===== src/rtl/tinyalu_pkg.sv =====
// Shared types for the tiny ALU: opcodes, the queued command record and
// the requester FSM states.
package tinyalu_pkg;

    // Encodings 5..7 are reserved; the ALU flags them with alu_error.
    typedef enum logic [2:0] {
        OP_NOP = 3'd0,
        OP_ADD = 3'd1,
        OP_AND = 3'd2,
        OP_XOR = 3'd3,
        OP_MUL = 3'd4
    } alu_opcode_t;

    typedef struct packed {
        logic [7:0]  a;
        logic [7:0]  b;
        alu_opcode_t op;
    } alu_cmd_t;

    typedef enum logic [1:0] {
        IDLE  = 2'd0,
        ISSUE = 2'd1,
        RESP  = 2'd2,
        GAP   = 2'd3
    } req_state_t;

endpackage


===== src/rtl/alu_cmd_fifo.sv =====
// Command queue in front of the requester: power-of-two depth, pointers wrap
// naturally, occupancy count drives the full/empty flags.
module alu_cmd_fifo
    import tinyalu_pkg::*;
#(
    parameter int DEPTH = 4
) (
    input  logic     clk,
    input  logic     reset_n,
    input  logic     push,
    input  alu_cmd_t push_data,
    input  logic     pop,
    output alu_cmd_t pop_data,
    output logic     full,
    output logic     empty
);

    localparam int PTR_W = (DEPTH > 1) ? $clog2(DEPTH) : 1;

    alu_cmd_t           mem [DEPTH];
    logic [PTR_W-1:0]   wr_ptr;
    logic [PTR_W-1:0]   rd_ptr;
    logic [PTR_W:0]     count;

    always_ff @(posedge clk) begin
        if (push) begin
            mem[wr_ptr] <= push_data;
        end
    end

    // Callers only push when not full and only pop when not empty.
    always_ff @(posedge clk) begin
        if (!reset_n) begin
            wr_ptr <= '0;
            rd_ptr <= '0;
            count  <= '0;
        end else begin
            if (push) begin
                wr_ptr <= wr_ptr + 1'b1;
            end
            if (pop) begin
                rd_ptr <= rd_ptr + 1'b1;
            end
            case ({push, pop})
                2'b10:   count <= count + 1'b1;
                2'b01:   count <= count - 1'b1;
                default: count <= count;
            endcase
        end
    end

    assign pop_data = mem[rd_ptr];
    assign full     = (count == (PTR_W+1)'(DEPTH));
    assign empty    = (count == '0);

endmodule


===== src/rtl/alu_requester.sv =====
// Queues ALU commands, issues them one at a time with a bounded start pulse,
// and holds each response in a single register set until it is accepted.
module alu_requester
    import tinyalu_pkg::*;
#(
    parameter int FIFO_DEPTH = 4,
    parameter int TIMEOUT    = 16
) (
    input  logic        clk,
    input  logic        reset_n,
    input  logic        cmd_valid,
    output logic        cmd_ready,
    input  logic [7:0]  cmd_a,
    input  logic [7:0]  cmd_b,
    input  alu_opcode_t cmd_op,
    output logic [7:0]  alu_a,
    output logic [7:0]  alu_b,
    output alu_opcode_t alu_op,
    output logic        alu_start,
    input  logic [15:0] alu_result,
    input  logic        alu_done,
    input  logic        alu_error,
    output logic        rsp_valid,
    input  logic        rsp_ready,
    output logic [15:0] rsp_result,
    output logic        rsp_error,
    output logic        rsp_timeout,
    output alu_opcode_t rsp_op
);

    localparam int CNT_W = $clog2(TIMEOUT + 1);
    localparam logic [CNT_W-1:0] TIMEOUT_CNT = CNT_W'(TIMEOUT);

    req_state_t        state;
    req_state_t        next_state;
    alu_cmd_t          head;
    alu_cmd_t          issue_cmd;
    logic              push;
    logic              pop;
    logic              full;
    logic              empty;
    logic              timeout_hit;
    logic [CNT_W-1:0]  cnt;

    assign cmd_ready   = reset_n && !full;
    assign push        = cmd_valid && cmd_ready;
    assign timeout_hit = (cnt == TIMEOUT_CNT) && !alu_done;

    alu_cmd_fifo #(
        .DEPTH (FIFO_DEPTH)
    ) u_fifo (
        .clk       (clk),
        .reset_n   (reset_n),
        .push      (push),
        .push_data ('{a: cmd_a, b: cmd_b, op: cmd_op}),
        .pop       (pop),
        .pop_data  (head),
        .full      (full),
        .empty     (empty)
    );

    always_ff @(posedge clk) begin
        if (!reset_n) begin
            state <= IDLE;
        end else begin
            state <= next_state;
        end
    end

    always_comb begin
        next_state = state;
        case (state)
            IDLE:    if (!empty) next_state = ISSUE;
            ISSUE:   if (alu_done || timeout_hit) next_state = RESP;
            RESP:    if (rsp_ready) next_state = GAP;
            GAP:     next_state = IDLE;
            default: next_state = IDLE;
        endcase
    end

    always_comb begin
        pop       = 1'b0;
        alu_start = 1'b0;
        rsp_valid = 1'b0;
        case (state)
            IDLE:    pop = !empty;
            ISSUE:   alu_start = 1'b1;
            RESP:    rsp_valid = 1'b1;
            default: ;
        endcase
    end

    // cnt holds the number of the current start-high cycle, so it loads 1 on pop.
    always_ff @(posedge clk) begin
        if (!reset_n) begin
            issue_cmd   <= '0;
            cnt         <= '0;
            rsp_result  <= '0;
            rsp_error   <= 1'b0;
            rsp_timeout <= 1'b0;
            rsp_op      <= OP_NOP;
        end else if (pop) begin
            issue_cmd <= head;
            cnt       <= CNT_W'(1);
        end else if (state == ISSUE) begin
            if (alu_done) begin
                rsp_result  <= alu_result;
                rsp_error   <= alu_error;
                rsp_timeout <= 1'b0;
                rsp_op      <= issue_cmd.op;
                cnt         <= '0;
            end else if (timeout_hit) begin
                rsp_result  <= '0;
                rsp_error   <= 1'b0;
                rsp_timeout <= 1'b1;
                rsp_op      <= issue_cmd.op;
                cnt         <= '0;
            end else begin
                cnt <= cnt + 1'b1;
            end
        end
    end

    assign alu_a  = issue_cmd.a;
    assign alu_b  = issue_cmd.b;
    assign alu_op = issue_cmd.op;

endmodule

===== config.mk =====
export PLATFORM = sky130hd
export DESIGN_NAME = alu_requester
export DESIGN_NICKNAME = d
export VERILOG_FILES = /design/src/rtl/tinyalu_pkg.sv /design/src/rtl/alu_cmd_fifo.sv /design/src/rtl/alu_requester.sv
export SDC_FILE = /design/constraint.sdc
export NUM_CORES = 1
export LEC_CHECK = 0
export ABC_AREA = 1
export BUFFER_PORTS_ARGS = -buffer_cell sky130_fd_sc_hd__buf_2
export CAP_MARGIN = 20
export CORE_MARGIN = 2
export CORE_UTILIZATION = 45
export DETAILED_ROUTE_END_ITERATION = 12
export PLACE_DENSITY_LB_ADDON = 0.3
export SLEW_MARGIN = 20
export SYNTH_ARGS = -nofsm -noshare
export SYNTH_HDL_FRONTEND = slang
export SYNTH_SLANG_ARGS = --single-unit

===== constraint.sdc =====
create_clock -name clk -period 3.68 [get_ports clk]
set_input_delay 0.368 -clock clk [delete_from_list [all_inputs] [get_ports clk]]
set_output_delay 0.368 -clock clk [all_outputs]
set_load 0.01 [all_outputs]

Word level (Yosys, flattened, before mapping):

Memories as Yosys holds them, arrays and structs flattened. A register that Yosys moved wholly into a read port is not among the register bits.
Index checks and enable logic that the tools add are counted.

* add/sub/neg operators: 5
* mux-type cells: 22
* bitwise gates (word level): 2
* equality and inequality tests: 10
* reductions and logical operators: 16

Operators with widths (number)
* 16-bit 2-to-1 mux: 2
* 1-bit 2-to-1 mux: 11
* 5-bit 2-to-1 mux: 2
* 2-bit one-hot mux with 4 select lines: 1
* 2-bit == test, second input constant: 3
* 2-bit 2-to-1 mux: 3
* 3-bit 2-to-1 mux: 2
* 2-bit != test, second input constant: 3
* 3-bit one-hot mux with 2 select lines: 1
* 3-bit AND reduction: 2
* 2-bit nonzero test: 3
* 5-bit by 1-bit adder with 5-bit output, second input constant: 1
* 5-bit == test, second input constant: 1
* 2-bit by 1-bit adder with 2-bit output, second input constant: 2
* 2-bit by 1-bit == test with 1-bit output, second input constant: 2
* 1-bit zero test: 4
* 3-bit by 1-bit adder with 3-bit output, second input constant: 1
* 3-bit == test, second input constant: 1
* 1-bit logical AND: 3
* 3-bit zero test: 1
* 3-bit by 1-bit subtractor with 3-bit output, second input constant: 1
* 2-bit zero test: 1
* 1-bit inverter: 2
* 2-bit OR reduction: 1
* 1-bit logical OR: 1

* logic and storage cells: 66
* bits of input ports: 41
* output and inout bits: 43
* memory bits (writable): 76
* memories: 1
* register bits after elaboration: 35

Memory list
* u_fifo.mem: depth 4, bits a word 19, rd ports 1, clocked after memory_dff 1, wr ports 1, line alu_cmd_fifo.sv:20 `alu_cmd_t mem [DEPTH];`

Longest topological paths before layout:

Gate-level depths: netlist of the first run.

* depth in word-level cells: 6
* gate-level depth with buffers: 13
* depth with buffers taken out: 12

Hierarchy:

Synthesis of the first run repeated with hierarchy kept, for this count alone.

* cell total of the unflattened synthesis: 558
* area, all modules: 5531.6 um2

Modules (own cells, without submodules)
* alu_cmd_fifo: seq. area each 2462.4 um2, area an instance 3296.9 um2, times used 1, cells an instance 241
* alu_requester: seq. area each 940.9 um2, area an instance 2234.6 um2, times used 1, cells an instance 317

Least setup slack after synthesis of the first run:

OpenSTA, ideal clock, no wires.

* path type: input-to-reg
* from: in reset_n
* to: mem u_fifo.mem[0][0] in the netlist's numbering, enable pin
* stages on the path: 3
* buffers on the path: 1
* required time: 3285 ps
* path slack: 1648 ps
* arrival time: 1637 ps
* library setup time: 395 ps
* cell sequence: clkbuf_1 -> nand3_1 -> nor2_1

* longest elaborated chain between the ends: 4

RTL lines
* start, declared: line alu_requester.sv:10 `input logic reset_n,`
* 1-bit logical AND: line alu_requester.sv:45 `assign cmd_ready = reset_n && !full;`
* 1-bit logical AND: line alu_requester.sv:46 `assign push = cmd_valid && cmd_ready;`
* 1-bit 2-to-1 mux: line alu_cmd_fifo.sv:26 `if (push) begin`
* 1-bit 2-to-1 mux (not written as such): line alu_cmd_fifo.sv:27 `mem[wr_ptr] <= push_data;`
* end, declared: line alu_cmd_fifo.sv:20

Every way passes these cells.

Final worst setup path of the first run:

* from: reg state[0]
* to: reg u_fifo.count[2]

* longest elaborated chain between the ends: 4
* elaborated cells on any way between the ends: 6
* those cells by class: 2 x eq/ne; 2 x mux; 2 x reduce/logical

RTL lines
* start, declared: line alu_requester.sv:34 `req_state_t state;`
* start signal, assigned: line alu_requester.sv:66 `state <= next_state;`
* 2-bit zero test (*): line alu_requester.sv:85 `case (state)`
* 1-bit 2-to-1 mux (*): line alu_requester.sv:85
* 2-bit by 1-bit == test with 1-bit output / 2-bit == test (equally long branches): line alu_cmd_fifo.sv:44 `case ({push, pop})`
* 3-bit one-hot mux with 2 select lines / 2-bit nonzero test (equally long branches)
* end signal, assigned: line alu_cmd_fifo.sv:45 `2'b10: count <= count + 1'b1;`
* end signal, assigned: line alu_cmd_fifo.sv:46 `2'b01: count <= count - 1'b1;`
* end signal, assigned: line alu_cmd_fifo.sv:47 `default: count <= count;`
* end, declared: line alu_cmd_fifo.sv:23 `logic [PTR_W:0] count;`

Mark *: on every way between the ends. The rest lies on a longest branch, timed or not.
A chain may end at the register's enable or synchronous reset.

==> results of run 1 <==
[through the flow]
stage | std cells | power [mW] | utilization [%]
after floorplan | 579 | 2.97 | -
after global placement | 786 | 3.34 | 49.8
after detailed placement | 786 | 3.39 | 49.8
after CTS | 818 | 4.97 | 54.5
after global routing | 818 | 5.25 | 54.5
final | 818 | 4.92 | 54.5
[path summary, 6_finish.rpt]
path	start	end	slack [ns]	cells past startpoint
hold / removal	cmd_a[7]	u_fifo.mem[2][18]	0.16	1
setup / recovery	state[0]	u_fifo.count[2]	1.36	13
hold reg to reg	rsp_timeout	rsp_timeout	0.45	2
setup reg to reg	state[0]	u_fifo.count[2]	1.36	13
[cell usage after synthesis]
master    instances  area [um^2]
buf_6             2         22.5
inv_2             2         7.51
a31oi_1           3         18.8
clkbuf_1          9         33.8
nand4_1          19          119
buf_4             4         30.0
xor2_1            3         26.3
nor2_1          123          462
buf_2            13         65.1
o21ai_0          62          310
ha_1             10          125
buf_1             3         11.3
nand3_4           1         17.5
o21ai_1          14         70.1
a21oi_1          13         65.1
dfxtp_1          54         1080
nor2_4            1         11.3
nand2_1          86          323
nand2_2           1         6.26
a21oi_2           1         8.76
inv_1            69          259
edfxtp_1         76         2280
nand2_4           2         22.5
fa_1              1         20.0
nand3_1           7         35.0
[logic make-up (layout without fill, tap and decap cells)]
group	count (synthesis)	count (layout)	synth area share, %
compound gates	93	93	8.71
xor+xnor	3	3	0.484
fa+ha+maj	11	11	2.67
buf+inv	102	194	7.90
flops	130	130	61.9
simple gates	240	240	18.3
[metal layers]
| metal | global-route usage [%] | routed length, um | up-vias |
|---|---|---|---|
| met3 | 6.22 | 609 | 11 |
| met5 | 0 | 0 | - |
| met2 | 31.3 | 5560 | 98 |
| met1 | 21.9 | 5000 | 1889 |
| li1 | - | - | 2044 |
| met4 | 7.07 | 136 | 0 |
[cells in the final DEF (no fill, tap or decap), types with 2 or more instances in the layout]
cell        instances
nand2_1            86
clkinv_2            3
xor2_1              3
nand4_1            19
ha_1               10
a31oi_1             3
dfxtp_1            54
edfxtp_1           76
inv_2               2
inv_1              69
o21ai_1            14
buf_4               8
clkinvlp_4          2
nand3_1             7
clkinv_4            4
clkbuf_16          17
inv_6               4
nor2_1            123
a21oi_1            13
o21ai_0            62
buf_2              83
nand2_4             2
[report_power, final]
part           total, mW  switching [mW]  internal (mW)
combinational       1.44           0.952          0.488
clock               1.57           0.630          0.935
sequential          1.92           0.134           1.79
total               4.92            1.72           3.21
[sequential cells by signal, summed over array words and instances, names as in the netlist, 3 cells and up]
name          count
rsp_result       16
cnt               5
u_fifo.mem       76
rsp_op            3
u_fifo.count      3
alu_b             8
alu_op            3
alu_a             8
[layout make-up]
class	instances	area [um^2]
clock inverter	14	130
sequential	130	3360
timing repair buffer	91	475
multi-input combinational	347	1640
inverter	71	267
fill	1048	5420
clock buffer	18	429
tap	147	184
[critical path, stage by stage (launching register included)]
cell	delay, ns
dfxtp_1	0.33
inv_1	0.09
ha_1	0.27
inv_1	0.08
a21oi_2	0.10
buf_4	0.26
ha_1	0.19
inv_1	0.07
fa_1	0.40
nor2_1	0.11
nor2_1	0.05
nand2_1	0.07
o21ai_0	0.08
a21oi_1	0.16
==> metrics.md, run 1 <==
| Metric | Value |
|---|---|
| Outcome | `completed` |
| Unrepaired setup endpoints after global routing | `no` |
| Max H-tree Level | `4` |
| Pre-CTS setup slack | `1.42 ns` |
| Clock Tree Root | `clkbuf_16` |
| GP Congestion | `0.744` |
| CTS Buf Count | `17` |
| Die width | `114 um` |
| Initial antenna violation count | `0` |
| Hold-fix buffers, CTS | `0` |
| All-layer global routing usage | `a little under a fifth` |
| Worst setup margin | `~1.4 ns` |
| Seq/Total Area, Yosys | `between 60 and 70%` |
| Library cells used by synthesis | `25` |
| Die height | `about 110 um` |
| Core Region | `11900 um^2` |
| Pwr Density | `around 760 nW/um^2` |
| ANT nets after route | `0` |
| Clock period minus worst slack | `2.32 ns` |
| Remaining DRCs | `0` |
| Max-cap violations | `0` |
| Grt total ovfl | `0` |
| Data arrival, critical path | `2.66 ns` |
| Avg Synthesized Cell Area | `between 9 and 10 um^2` |
| Post-CTS sizing | `0` |
| Worst-Skew Late Latency | `approximately 0.42 ns` |
| Syn nets | `about 630` |
| Clock transition at the registers of the reported paths | `0.06 ns` |
| N_diodes | `0` |
| Number of global-route vias before repair | `around 3800` |
| Fmax | `0.431 GHz` |
| Hpwl dp | `6830 um` |
| Critical path capture point type | `flip-flop` |
| Total Wirelength | `around 11000 um` |
| Port bufs | `83` |
| Initial core utilization | `45.6%` |
| First-pass GRT wire length | `between 15000 and 20000 um` |
| Period utilization | `63.1%` |
| Hold Vio Cnt, Final | `0` |
| Avg WL per Cell | `between 10 and 15 um` |
| Initial DRC Count | `about 320` |
| Count of TritonRoute iterations in the first routing pass | `6` |
| Ys Warns | `0` |
| Worst hold slack | `0.162 ns` |
| Slew HR | `between 60% and 70%` |
| # setup viols final | `0` |
| CTS Buffer Depth | `2` |
| Final Skew | `approximately 0.015 ns` |
| CTS tree | `built` |
| Count of nets after finishing | `710` |
| Critical path peak fanout | `22` |
| DIE AREA | `13000 um^2` |
| Post-synthesis cell area | `around 5400 um^2` |
| Placed Area | `between 5000 and 6000 um^2` |
| Least-Margin Pin Slew | `0.596 ns` |
| Share of layout cells above drive strength 1 | `between 15 and 20%` |
| Worst Setup Start Kind | `flip-flop` |
| Design area | `6490 um^2` |
| Hold Crit Class | `primary input to flip-flop` |
| WP data required | `4.02 ns` |
| Leak | `roughly 2.8 nW` |
| Rows | `40` |
| Largest net degree at the start of global routing | `51` |
| Max Transition Viols Final | `0` |
| Setup TNS | `0 ns` |
| Clk sinks | `130` |
| VDD IR max | `between 0.0004 and 0.0005 V` |
| Vias per std cell | `about 4.9` |
| Critical path type | `flip-flop to flip-flop` |
| Vias | `4042` |
| # IOs | `84` |
| Area grow syn2layout | `19.4%` |
| Seq cells post-synth | `130` |
| Post-CTS setup buffer count | `0` |
| Syn Inst Count | `roughly 580` |
Note: power is estimated with default switching activity, not from simulation.
==> run 2: changes to the inputs <==
==> constraint.sdc (replaced) <==
create_clock -name clk -period 2.3 [get_ports clk]
set_input_delay 0.23 -clock clk [delete_from_list [all_inputs] [get_ports clk]]
set_output_delay 0.23 -clock clk [all_outputs]
set_load 0.01 [all_outputs]
==> run 2 against run 1 <==
Against the previous run:
- clock skew shrank 0.0047 ns
- clock power increased by 87%
- non-clock buffer count is 4 higher
- critical path depth decreased by 1
- power rose by 69%
- hold slack worse by 0.13 ns
- final area grew 1.8%
- sequential power is 60% higher
- cell count up 0.49%
- combinational power increased by 62%
- sequential cell count stayed put
- setup slack worse by 1.1 ns
==> metrics.md, run 2 (synthesis results as in run 1) <==
| Metric | Value |
|---|---|
| Initial core utilization | `45.6%` |
| Critical path peak fanout | `4` |
| First-pass GRT wire length | `approximately 18000 um` |
| Critical path type | `flip-flop to flip-flop` |
| Worst-Skew Late Latency | `slightly above 0.4 ns` |
| DIE AREA | `13000 um^2` |
| Least-Margin Pin Slew | `between 0.5 and 0.6 ns` |
| CTS Buffer Depth | `2` |
| CTS Buf Count | `17` |
| Critical path capture point type | `flip-flop` |
| Avg WL per Cell | `13.7 um` |
| # IOs | `84` |
| M2 GR Usage | `a little under a third` |
| Vias | `between 4000 and 5000` |
| Grt total ovfl | `0` |
| N_diodes | `0` |
| Pwr Density | `around 1300 nW/um^2` |
| Total Wirelength | `11300 um` |
| Max-cap violations | `0` |
| Setup TNS | `0 ns` |
| Post-CTS sizing | `0` |
| Slew HR | `between 60% and 70%` |
| Design area | `6610 um^2` |
| Core Region | `between 10000 and 15000 um^2` |
| CTS tree | `built` |
| Remaining DRCs | `0` |
| Unrepaired setup endpoints after global routing | `no` |
| Fmax | `0.483 GHz` |
| Count of TritonRoute iterations in the first routing pass | `4` |
| Max Transition Viols Final | `0` |
| Met3 GRT Util | `5.05%` |
| Hold-fix buffers, CTS | `0` |
| Count of nets after finishing | `714` |
| Vias per std cell | `~4.9` |
| # setup viols final | `0` |
| Data arrival, critical path | `around 2.4 ns` |
| Initial antenna violation count | `0` |
| Power Total | `~8.3 mW` |
| Max reg flops | `76` |
| Hpwl dp | `slightly above 7000 um` |
| Max H-tree Level | `4` |
| Number of global-route vias before repair | `~4000` |
| Clock transition at the registers of the reported paths | `around 0.05 ns` |
| Hold Crit Class | `primary input to flip-flop` |
| Area grow syn2layout | `21.6%` |
| ANT nets after route | `0` |
| Die height | `114 um` |
| Most flop-heavy register | `u_fifo.mem` |
| Worst Setup Start Kind | `flip-flop` |
| Period utilization | `between 90% and 100%` |
| Commonest non-fill, non-tap cell in the layout | `nor2_1` |
| Leak | `between 2 and 3 nW` |
| Final Skew | `around 0.01 ns` |
| All-layer global routing usage | `18.5%` |
| Most Crowded Layer GR | `met2` |
| Outcome | `completed` |
| Placed Area | `~6000 um^2` |
| GP Congestion | `around 0.79` |
| Die width | `~110 um` |
| Largest registers | `u_fifo.mem (76), rsp_result (16)` |
| Rows | `40` |
| Most frequent cells in the layout | `123 x nor2_1, 86 x nand2_1, 83 x buf_2` |
| Post-CTS setup buffer count | `0` |
| Clk sinks | `130` |
| Largest net degree at the start of global routing | `between 50 and 60` |
| Final core utilization | `between 50 and 60%` |
| VDD IR max | `~0.00062 V` |
| M1 GR Usage | `22.2%` |
| Clock Tree Root | `clkbuf_16` |
| Clock period minus worst slack | `slightly above 2 ns` |
| Share of layout cells above drive strength 1 | `19.1%` |
| WP data required | `2.64 ns` |
| Port bufs | `83` |
| Hold Vio Cnt, Final | `0` |
| Initial DRC Count | `between 300 and 400` |
[run 2: worst max-delay path, cell delays in order, from the launching register on]
cell	delay, ns
dfxtp_1	0.32
inv_1	0.08
ha_1	0.27
inv_1	0.09
a21oi_2	0.13
ha_1	0.17
inv_1	0.07
fa_1	0.40
nor2_1	0.12
nor2_1	0.04
nand2_1	0.07
o21ai_0	0.10
a21oi_1	0.15
[run 2: path summary, 6_finish.rpt]
path	from	endpoint	slack, ns	depth (start not counted)
setup / recovery	state[0]	u_fifo.count[2]	0.23	12
hold / removal	cmd_a[2]	u_fifo.mem[2][13]	0.03	1
setup reg to reg	state[0]	u_fifo.count[2]	0.23	12
hold reg to reg	rsp_timeout	rsp_timeout	0.44	2
[run 2: area by class of cell]
| cell class | instances | area, um^2 |
|---|---|---|
| fillers | 1051 | 5310 |
| flip-flops and latches | 130 | 3360 |
| multi-input cells | 347 | 1640 |
| repair buffers | 95 | 505 |
| clock buffers | 19 | 433 |
| inverters | 71 | 267 |
| clock inverters | 13 | 214 |
| well taps | 147 | 184 |
[run 2: where the power goes]
group	total, mW	switching, mW	internal [mW]
logic	2.34	1.53	0.812
clock network	2.93	0.921	2.01
registers	3.07	0.210	2.86
[run 2: layer usage]
| metal | wire, um | vias up |
|---|---|---|
| li1 | - | 2048 |
| met1 | 4920 | 1856 |
| met2 | 5500 | 109 |
| met3 | 678 | 15 |
| met4 | 176 | 0 |
| met5 | 0 | - |
[run 2: metrics by stage]
step	setup WS [ns]	std cells	hold slack, ns
after CTS	0.242	822	0.0129
final	0.228	822	0.0278
after global placement	0.403	790	0.437
after detailed placement	0.274	790	0.429
after global routing	0.0465	822	0.0135
after floorplan	0.290	579	0.329
